==> src/rtl/band_energy_meter_pkg.sv <==
// rtl/band_energy_meter_pkg.sv - shared constants and FSM encoding for the band energy meter
package band_energy_meter_pkg;

  localparam int NBANDS   = 8;
  localparam int SAMPLE_W = 16;
  localparam int BAND_W   = 3;
  // Width of one unsigned square: (-32768)^2 = 2^30 needs 31 bits.
  localparam int SQ_W     = 31;

  typedef enum logic {
    ST_IDLE = 1'b0,
    ST_ACC  = 1'b1
  } acc_state_e;

endpackage

==> src/rtl/band_energy_meter_result_buf.sv <==
// rtl/band_energy_meter_result_buf.sv - 8-entry result store drained as a valid/ready band stream
module band_energy_meter_result_buf
  import band_energy_meter_pkg::*;
#(
  parameter int OUT_W = 32
) (
  input  logic                          clock,
  input  logic                          reset,
  input  logic                          load_i,
  input  logic [NBANDS-1:0][OUT_W-1:0]  means_i,
  input  logic                          ready_i,
  output logic                          full_o,
  output logic                          valid_o,
  output logic [BAND_W-1:0]             band_o,
  output logic [OUT_W-1:0]              data_o
);

  logic [OUT_W-1:0]  mem_q [NBANDS];
  logic              valid_q;
  logic [BAND_W-1:0] idx_q;

  // Load a whole window of means when empty, otherwise step through bands on each accept.
  always_ff @(posedge clock or negedge reset) begin
    if (!reset) begin
      valid_q <= 1'b0;
      idx_q   <= '0;
      for (int k = 0; k < NBANDS; k++) begin
        mem_q[k] <= '0;
      end
    end else if (load_i && !valid_q) begin
      for (int k = 0; k < NBANDS; k++) begin
        mem_q[k] <= means_i[k];
      end
      valid_q <= 1'b1;
      idx_q   <= '0;
    end else if (valid_q && ready_i) begin
      // Index wraps back to 0 after band 7, ready for the next load.
      idx_q <= idx_q + 1'b1;
      if (idx_q == BAND_W'(NBANDS - 1)) begin
        valid_q <= 1'b0;
      end
    end
  end

  assign full_o  = valid_q;
  assign valid_o = valid_q;
  assign band_o  = idx_q;
  assign data_o  = valid_q ? mem_q[idx_q] : '0;

endmodule

==> src/rtl/band_energy_meter.sv <==
// rtl/band_energy_meter.sv - per-band windowed mean power using one time-shared squarer
module band_energy_meter
  import band_energy_meter_pkg::*;
#(
  parameter int WIN_LOG2 = 6,
  parameter int OUT_W    = 32
) (
  input  logic                clock,
  input  logic                reset,
  input  logic                sample_valid,
  input  logic [SAMPLE_W-1:0] band0,
  input  logic [SAMPLE_W-1:0] band1,
  input  logic [SAMPLE_W-1:0] band2,
  input  logic [SAMPLE_W-1:0] band3,
  input  logic [SAMPLE_W-1:0] band4,
  input  logic [SAMPLE_W-1:0] band5,
  input  logic [SAMPLE_W-1:0] band6,
  input  logic [SAMPLE_W-1:0] band7,
  input  logic                clear_flags,
  output logic                energy_valid,
  input  logic                energy_ready,
  output logic [BAND_W-1:0]   energy_band,
  output logic [OUT_W-1:0]    energy_data,
  output logic [1:0]          overrun,
  output logic                busy
);

  // A full window of maximal squares fits without overflow.
  localparam int AW = SQ_W + WIN_LOG2;

  acc_state_e          state_q;
  logic [BAND_W-1:0]   ch_q;
  logic [WIN_LOG2-1:0] win_cnt_q;
  logic [SAMPLE_W-1:0] hold_q [NBANDS];
  logic [AW-1:0]       acc_q  [NBANDS];
  logic [1:0]          overrun_q;

  logic [SAMPLE_W-1:0]          bands [NBANDS];
  logic signed [2*SAMPLE_W-1:0] prod;
  logic [AW-1:0]                acc_sum;
  logic                         last_ch;
  logic                         win_done;
  logic                         drop_sample;
  logic                         drop_window;
  logic                         buf_full;
  logic                         buf_load;
  logic [NBANDS-1:0][OUT_W-1:0] means;

  assign bands[0] = band0;
  assign bands[1] = band1;
  assign bands[2] = band2;
  assign bands[3] = band3;
  assign bands[4] = band4;
  assign bands[5] = band5;
  assign bands[6] = band6;
  assign bands[7] = band7;

  // Single squarer serves the band selected by ch_q; the signed square is never negative.
  assign prod    = $signed(hold_q[ch_q]) * $signed(hold_q[ch_q]);
  assign acc_sum = acc_q[ch_q] + AW'($unsigned(prod));

  assign last_ch     = (state_q == ST_ACC) && (ch_q == BAND_W'(NBANDS - 1));
  assign win_done    = last_ch && (&win_cnt_q);
  assign drop_sample = sample_valid && (state_q == ST_ACC);
  assign drop_window = win_done && buf_full;
  assign buf_load    = win_done && !buf_full;

  // Means use band 7's freshly summed value since it lands on the same edge as the window close.
  always_comb begin
    means = '0;
    for (int k = 0; k < NBANDS; k++) begin
      if (k == NBANDS - 1) begin
        means[k] = OUT_W'(acc_sum >> WIN_LOG2);
      end else begin
        means[k] = OUT_W'(acc_q[k] >> WIN_LOG2);
      end
    end
  end

  // Accumulate FSM: capture a sample, then square-and-add one band per cycle.
  always_ff @(posedge clock or negedge reset) begin
    if (!reset) begin
      state_q   <= ST_IDLE;
      ch_q      <= '0;
      win_cnt_q <= '0;
      for (int k = 0; k < NBANDS; k++) begin
        hold_q[k] <= '0;
        acc_q[k]  <= '0;
      end
    end else begin
      case (state_q)
        ST_IDLE: begin
          if (sample_valid) begin
            for (int k = 0; k < NBANDS; k++) begin
              hold_q[k] <= bands[k];
            end
            ch_q    <= '0;
            state_q <= ST_ACC;
          end
        end
        ST_ACC: begin
          acc_q[ch_q] <= acc_sum;
          ch_q        <= ch_q + 1'b1;
          if (last_ch) begin
            state_q <= ST_IDLE;
            if (win_done) begin
              // Window closes whether or not its means were kept.
              win_cnt_q <= '0;
              for (int k = 0; k < NBANDS; k++) begin
                acc_q[k] <= '0;
              end
            end else begin
              win_cnt_q <= win_cnt_q + 1'b1;
            end
          end
        end
        default: state_q <= ST_IDLE;
      endcase
    end
  end

  // Sticky overrun flags; a same-cycle set beats the clear.
  always_ff @(posedge clock or negedge reset) begin
    if (!reset) begin
      overrun_q <= '0;
    end else begin
      if (clear_flags) begin
        overrun_q <= '0;
      end
      if (drop_sample) begin
        overrun_q[0] <= 1'b1;
      end
      if (drop_window) begin
        overrun_q[1] <= 1'b1;
      end
    end
  end

  band_energy_meter_result_buf #(
    .OUT_W (OUT_W)
  ) u_result_buf (
    .clock   (clock),
    .reset   (reset),
    .load_i  (buf_load),
    .means_i (means),
    .ready_i (energy_ready),
    .full_o  (buf_full),
    .valid_o (energy_valid),
    .band_o  (energy_band),
    .data_o  (energy_data)
  );

  assign overrun = overrun_q;
  assign busy    = (state_q == ST_ACC);

endmodule

==> config.mk <==
export PLATFORM = sky130hd
export DESIGN_NAME = band_energy_meter
export DESIGN_NICKNAME = d
export VERILOG_FILES = /design/src/rtl/band_energy_meter_pkg.sv /design/src/rtl/band_energy_meter_result_buf.sv /design/src/rtl/band_energy_meter.sv
export SDC_FILE = /design/constraint.sdc
export NUM_CORES = 2
export LEC_CHECK = 0
export CORE_UTILIZATION = 62
export DETAILED_ROUTE_END_ITERATION = 10
export PLACE_DENSITY = 0.81
export SETUP_SLACK_MARGIN = 0.1
export SLEW_MARGIN = 10
export SYNTH_ARGS = -nofsm -noshare
export SYNTH_HDL_FRONTEND = slang
export SYNTH_SLANG_ARGS = --single-unit
==> constraint.sdc <==
create_clock -name clock -period 12.5 [get_ports clock]
set_clock_uncertainty 0.05 [all_clocks]
set_input_delay 1.875 -clock clock [delete_from_list [all_inputs] [get_ports clock]]
set_output_delay 1.875 -clock clock [all_outputs]
set_load 0.005 [all_outputs]
# [Word level (Yosys, flattened, before mapping)]
# Index checks and enable logic that the tools add are counted.
[word_totals] reg_bits=688
[op_classes] n_addsub=4 multipliers=1 n_lt_le_gt_ge=3 eq_ne=3 n_mux=29 n_bitwise=3 reduce_logical=17
[ops] cell="$mux 296" count=2
[ops] cell="$bwmux 296" count=1
[ops] cell="$bmux 37 s3" count=1
[ops] cell="$demux 37 s3" count=1
[ops] cell="$mux 37" count=3
[ops] cell="$bmux 32 s3" count=1
[ops] cell="$mux 32" count=3
[ops] cell="$bmux 16 s3" count=1
[ops] cell="$add 37x32->37" count=1
[ops] cell="$mul 16x16->32" count=1
[ops] cell="$mux 16" count=2
[ops] cell="$mux 3" count=3
[ops] cell="$ge 4x4->1 const B" count=2
[ops] cell="$logic_and 1x1->1" count=8
[ops] cell="$not 3->4" count=2
[ops] cell="$reduce_bool 2->1" count=4
[ops] cell="$mux 1" count=7
[ops] cell="$add 3x1->3 const B" count=2
[ops] cell="$add 6x1->6 const B" count=1
[ops] cell="$eq 3x3->1 const B" count=2
[ops] cell="$mux 6" count=1
[ops] cell="$pmux 3 s2" count=1
[ops] cell="$reduce_and 2->1" count=3
[ops] cell="$reduce_and 6->1" count=1
[ops] cell="6 further kinds" count=6

# [Logic depth before layout (Yosys ltp)]
[depth] word_depth=9 ltp_mapped=44 mapped_depth_nobuf=38

# [By module]
# Synthesis repeated with hierarchy kept, for this count alone.
[unflattened] hier_cells=3606 area_unflattened_um2=41198.3
[modules_own_cells] mod="band_energy_meter" instances=1 cells_each=2826 area_each_um2=29025.3 seq_area_each_um2=10910.5
[modules_own_cells] mod="band_energy_meter_result_buf" instances=1 cells_each=780 area_each_um2=12172.9 seq_area_each_um2=6506.2

# [Worst setup path before layout]
# OpenSTA, ideal clock, no wires.
[synth_timing] kind="register -> register" from="register ch_q[2]" to="register acc_q[106] (netlist bit)" setup_time_ns=0.142 arrival_time_ns=9.449 required_ns=12.308 setup_slack_ns=2.859 stages_incl_launch_ff=38 path_buffers=6 path_cell_list="dfrtp_1 clkbuf_1 buf_2 buf_2 nand2_1 nor2_1 buf_2 a22o_1 nor3_1 clkinv_1 clkbuf_1 nand2_1 inv_1 fa_1 inv_1 fa_1 inv_1 fa_1 (+2 left out) fa_1 ha_1 a21oi_1 o21ai_0 or4_1 a311o_1 a31o_2 a21oi_1 xnor2_1 ha_1 nand4_1 inv_1 and3_1 a21boi_0 a21oi_1 clkbuf_1 xnor2_1 o21ai_0"
[synth_between] elab_chain_cells=9 elab_cells_between_ends=20 classes_between="add/sub: 1; mul: 1; order compare: 2; eq/ne: 1; mux: 11; bitwise: 1; reduce/logical: 3"
[synth_rtl] element="start, declared" line_no="band_energy_meter.sv:32" text="logic [BAND_W-1:0] ch_q;"
[synth_rtl] element="start signal, assigned" line_no="band_energy_meter.sv:103" text="ch_q <= ch_q + 1'b1;"
[synth_rtl] element="$not 3->4 (implied by the code)" line_no="band_energy_meter.sv:59, band_energy_meter.sv:60, band_energy_meter.sv:102"
[synth_rtl] element="$bmux 16 s3" line_no="band_energy_meter.sv:59" text="assign prod = $signed(hold_q[ch_q]) * $signed(hold_q[ch_q]);"
[synth_rtl] element="$mux 16 (implied by the code) (2 in series)" line_no="band_energy_meter.sv:59"
[synth_rtl] element="$mul 16x16->32" line_no="band_energy_meter.sv:59"
[synth_rtl] element="$add 37x32->37" line_no="band_energy_meter.sv:60" text="assign acc_sum = acc_q[ch_q] + AW'($unsigned(prod));"
[synth_rtl] element="$bwmux 296" line_no="band_energy_meter.sv:102" text="acc_q[ch_q] <= acc_sum;"
[synth_rtl] element="$mux 296" line_no="band_energy_meter.sv:106" text="if (win_done) begin"
[synth_rtl] element="$mux 296 *" line_no="band_energy_meter.sv:104" text="if (last_ch) begin"
[synth_rtl] element="end signal, assigned by index" line_no="band_energy_meter.sv:102"
[synth_rtl] element="end, declared" line_no="band_energy_meter.sv:35" text="logic [AW-1:0] acc_q [NBANDS];"
# Mark *: on every way between the ends. The rest lies on a longest branch, timed or not. The select of a mux whose other input is x is not followed.
# A chain may end at the register's enable or synchronous reset.

# [Worst setup path in the final report]
[layout_timing] from="register ch_q[1]" to="register u_result_buf.mem_q[26] (netlist bit)"
[layout_between] elab_chain_cells=6 elab_cells_between_ends=14 classes_between="add/sub: 1; mul: 1; eq/ne: 1; mux: 6; bitwise: 1; reduce/logical: 4"
[layout_rtl] element="$not 3->4 (implied by the code)" line_no="band_energy_meter.sv:59, band_energy_meter.sv:60"
[layout_rtl] element="$bmux 16 s3" line_no="band_energy_meter.sv:59"
[layout_rtl] element="$mux 16 (implied by the code) (2 in series)" line_no="band_energy_meter.sv:59"
[layout_rtl] element="$mul 16x16->32" line_no="band_energy_meter.sv:59"
[layout_rtl] element="$add 37x32->37" line_no="band_energy_meter.sv:60"
[layout_rtl] element="end signal, assigned by index" line_no="band_energy_meter_result_buf.sv:32" text="mem_q[k] <= means_i[k];"
[layout_rtl] element="end, declared" line_no="band_energy_meter_result_buf.sv:18" text="logic [OUT_W-1:0] mem_q [NBANDS];"
# Several ways; a longest one is shown, not always the timed one. The select of a mux whose other input is x is not followed.

==> impl_metrics.csv <==
group,metric,value,unit
status,status,"completed",
worst_setup_path,slowest_delay,0.83,ns
timing,worstMarginPinSlew,1.35,ns
floorplanning,initial_core_util,62.9,%
routing,drc,0,
timing,max_freq,88.1,MHz
global_routing,grt_first_pass_wirelength,185000,microns
worst_setup_path,slowest_stage,"nand3_1",
routing,drt_iter0_markers,3478,
routing,wl_met1,45600,microns
routing,drt-total-wl,117000,microns
timing,max_slew_margin,8.89,%
logic_synthesis,synth-edff-count,0,
timing,post-route-period-util,90.8,%
timing,rsz0062_at_grt,"false",
logic_synthesis,synth_seq_area_share,42.3,%
logic_synthesis,synthFlopType,"dfrtp_1",
routing,wl_per_cell,23.3,microns
clock_tree,clock-sinks,688,
placed_design,hpwl,79700,microns
worst_setup_path,crit_path_end_kind,"flip-flop",
worst_setup_path,cp_data_required_time,12.92,ns
logic_synthesis,syn_nets,4542,
hold_path,hp-class,"reg2reg",
cells_and_area,areaGrowthSynthToFinish,11.9,%
routing,dr_wl_met3,12000,microns
floorplanning,die_w,258,microns
clock_tree,ctsHoldBuffers,0,
logic_synthesis,async_flop_share,100,%
worst_setup_path,crit_top_cell,"fa_1",
timing,report.final.slew_viol_count,0,
global_routing,antenna_found_initial,1,
timing,tns,0,ns
floorplanning,core_area,64700,sq um
cells_and_area,drive_above_1_share,10.6,%
logic_synthesis,ys_ff_latch,688,
worst_setup_path,worstSetupStartpointType,"flip-flop",
global_routing,gr-total-overflow,0,
logic_synthesis,yosys.area.top_type,"dfrtp_1",
clock_tree,post-cts-setup-buffers,0,
worst_setup_path,critPathArrivalTime,11.76,ns
flow_run,cap_viol_max_count,0,
clock_tree,clk_pin_slew,0.06,ns
routing,vias_per_cell,6.36,
floorplanning,pin_count,172,
clock_tree,numCtsBuffers,72,
logic_synthesis,synth_top_cell_area_share,42.3,%
logic_synthesis,synth_area,40700,sq um
placed_design,gp_congestion,0.988,
routing,routed.top_layer,"met5",
logic_synthesis,postSynthCellCount,4046,
clock_tree,h-tree-depth,3,
routing,wl_met2,53100,microns
floorplanning,fp.dieArea,66700,sq um
logic_synthesis,yosys.cell_types.count,79,
floorplanning,rows,93,
timing,finalHoldViolations,0,
floorplanning,die_y,258,microns
clock_tree,cts_tree,"yes",
logic_synthesis,yosysWarnings,0,
global_routing,first_global_vias,32600,
clock_tree,worstSkewPairLatency,0.63,ns
worst_setup_path,worstSetupPathType,"reg2reg",
timing,timing.final.setup_violations,0,
worst_setup_path,crit_fanout,18,
logic_synthesis,avgSynthCellArea,10.1,sq um
logic_synthesis,synth_area_leaders,"dfrtp_1, fa_1, nand2_1",
routing,postRouteAntennaNets,0,
clock_tree,cts_root_buf,"clkbuf_16",
clock_tree,cts.repair.resized,0,
routing,drt_first_pass_iters,6,
timing,min_period,11.35,ns
global_routing,track_usage,35.9,%
routing,vias,32000,
clock_tree,clk_path_buf_depth,3,
cells_and_area,finish.net_count,4605,
placed_design,portBuffers,170,
global_routing,grt_max_degree,190,
[layout make-up]
cell class                      count  area, sq um
Inverter                          349         1310
Clock inverter                     30          312
Timing Repair Buffer              236         2230
Antenna cell                        1         2.50
Clock buffer                      103         2070
Multi-Input combinational cell   2762        21300
Tap cell                          855         1070
Fill cell                        4677        19200
Sequential cell                   688        17200
[stage by stage]
stage               utilization (%)  instances  cell area, sq um  setup WS, ns  hold slack, ns
finish                         70.4       5024             45500          1.15           0.420
global route                   70.4       5023             45500         0.579           0.438
CTS                            70.4       5023             45500          1.30           0.422
detailed placement             66.7       4890             43200          1.27           0.407
global placement               66.7       4890             43200          1.49           0.402
floorplan                         -       4046             40700          2.86           0.389
[final timing paths]
| check | from | endpoint | slack [ns] | cells past startpoint |
|---|---|---|---|---|
| setup reg to reg | ch_q[1]$_DFFE_PN0P_ | u_result_buf.mem_q[26]$_DFFE_PN0P_ | 1.15 | 35 |
| hold / removal | u_result_buf.mem_q[185]$_DFFE_PN0P_ | u_result_buf.mem_q[185]$_DFFE_PN0P_ | 0.42 | 2 |
| min in group asynchronous | reset | u_result_buf.mem_q[120]$_DFFE_PN0P_ | 1.25 | 1 |
| setup / recovery | ch_q[1]$_DFFE_PN0P_ | u_result_buf.mem_q[26]$_DFFE_PN0P_ | 1.15 | 35 |
| hold reg to reg | u_result_buf.mem_q[185]$_DFFE_PN0P_ | u_result_buf.mem_q[185]$_DFFE_PN0P_ | 0.42 | 2 |
| max in group asynchronous | reset | acc_q[232]$_DFFE_PN0P_ | 8.66 | 3 |
[cells by family (layout without fill, tap and decap cells)]
group                    after synthesis  after routing  share of synthesized area (%)
adder cells (fa/ha/maj)              363            363                           15.5
flip-flops                           688            688                           42.3
AO/OA/AOI/OAI                        726            726                           12.5
other                                  1              2                        0.00922
multiplexers                         256            256                           8.78
AND/OR/NAND/NOR                     1345           1345                           13.7
buffers and inverters                596            718                           5.61
XOR/XNOR                              71             71                           1.55
[worst max-delay path: cells and delay by family, from the launching register on]
family	cells	cell delay (ns)
AOI/OAI and AO/OA	10	2.69
DFF	1	0.64
buffers and inverters	6	0.56
xor gates and xnor gates	2	0.85
and+or+nand+nor	9	2.69
adders and majority gates	8	3.69
[per-layer routing]
metal	global-route usage, %	up-vias
li1	-	13800
met1	48.4	15800
met2	55.5	1877
met3	7.96	438
met4	17.1	2
met5	0	-
[placed cells by master, fill, tap and decap left out, types with 107 or more instances in the layout]
cell and instances:
nor2_1 120, nand2_1 999, fa_1 237, o21ai_0 134
mux2_2 148, dfrtp_1 684, inv_1 342, o22ai_1 107
clkdlybuf4s50_1 169, ha_1 126, a22o_1 140
[Yosys cell counts (9+ instances only)]
library cell	n
nand2_1	999
dfrtp_1	688
inv_1	342
fa_1	237
clkbuf_1	197
mux2_2	148
a22o_1	140
o21ai_0	134
ha_1	126
nor2_1	126
o22ai_1	107
a21oi_1	93
mux4_2	66
xnor2_1	56
a22oi_1	53
nor2b_1	43
mux2i_1	42
buf_1	33
nor3_1	31
a21o_1	29
and2_1	28
nand3_1	28
a32o_1	24
nor4_1	23
o31ai_1	20
a211oi_1	17
and3_1	15
nand4_1	14
xor2_1	14
buf_2	12
a41oi_1	10
and4_1	9
o21ai_1	9
o221ai_1	9
[flip-flops by register name, indices dropped and copies added, names as in the netlist]
name	cells
u_result_buf.band_o	3
u_result_buf.mem_q	248
overrun	2
u_result_buf.full_o	1
ch_q	3
hold_q	128
acc_q	296
win_cnt_q	6
busy	1
Power is not shown: default switching activity piles up to over one toggle a cycle in this logic, so the estimate is an artifact.
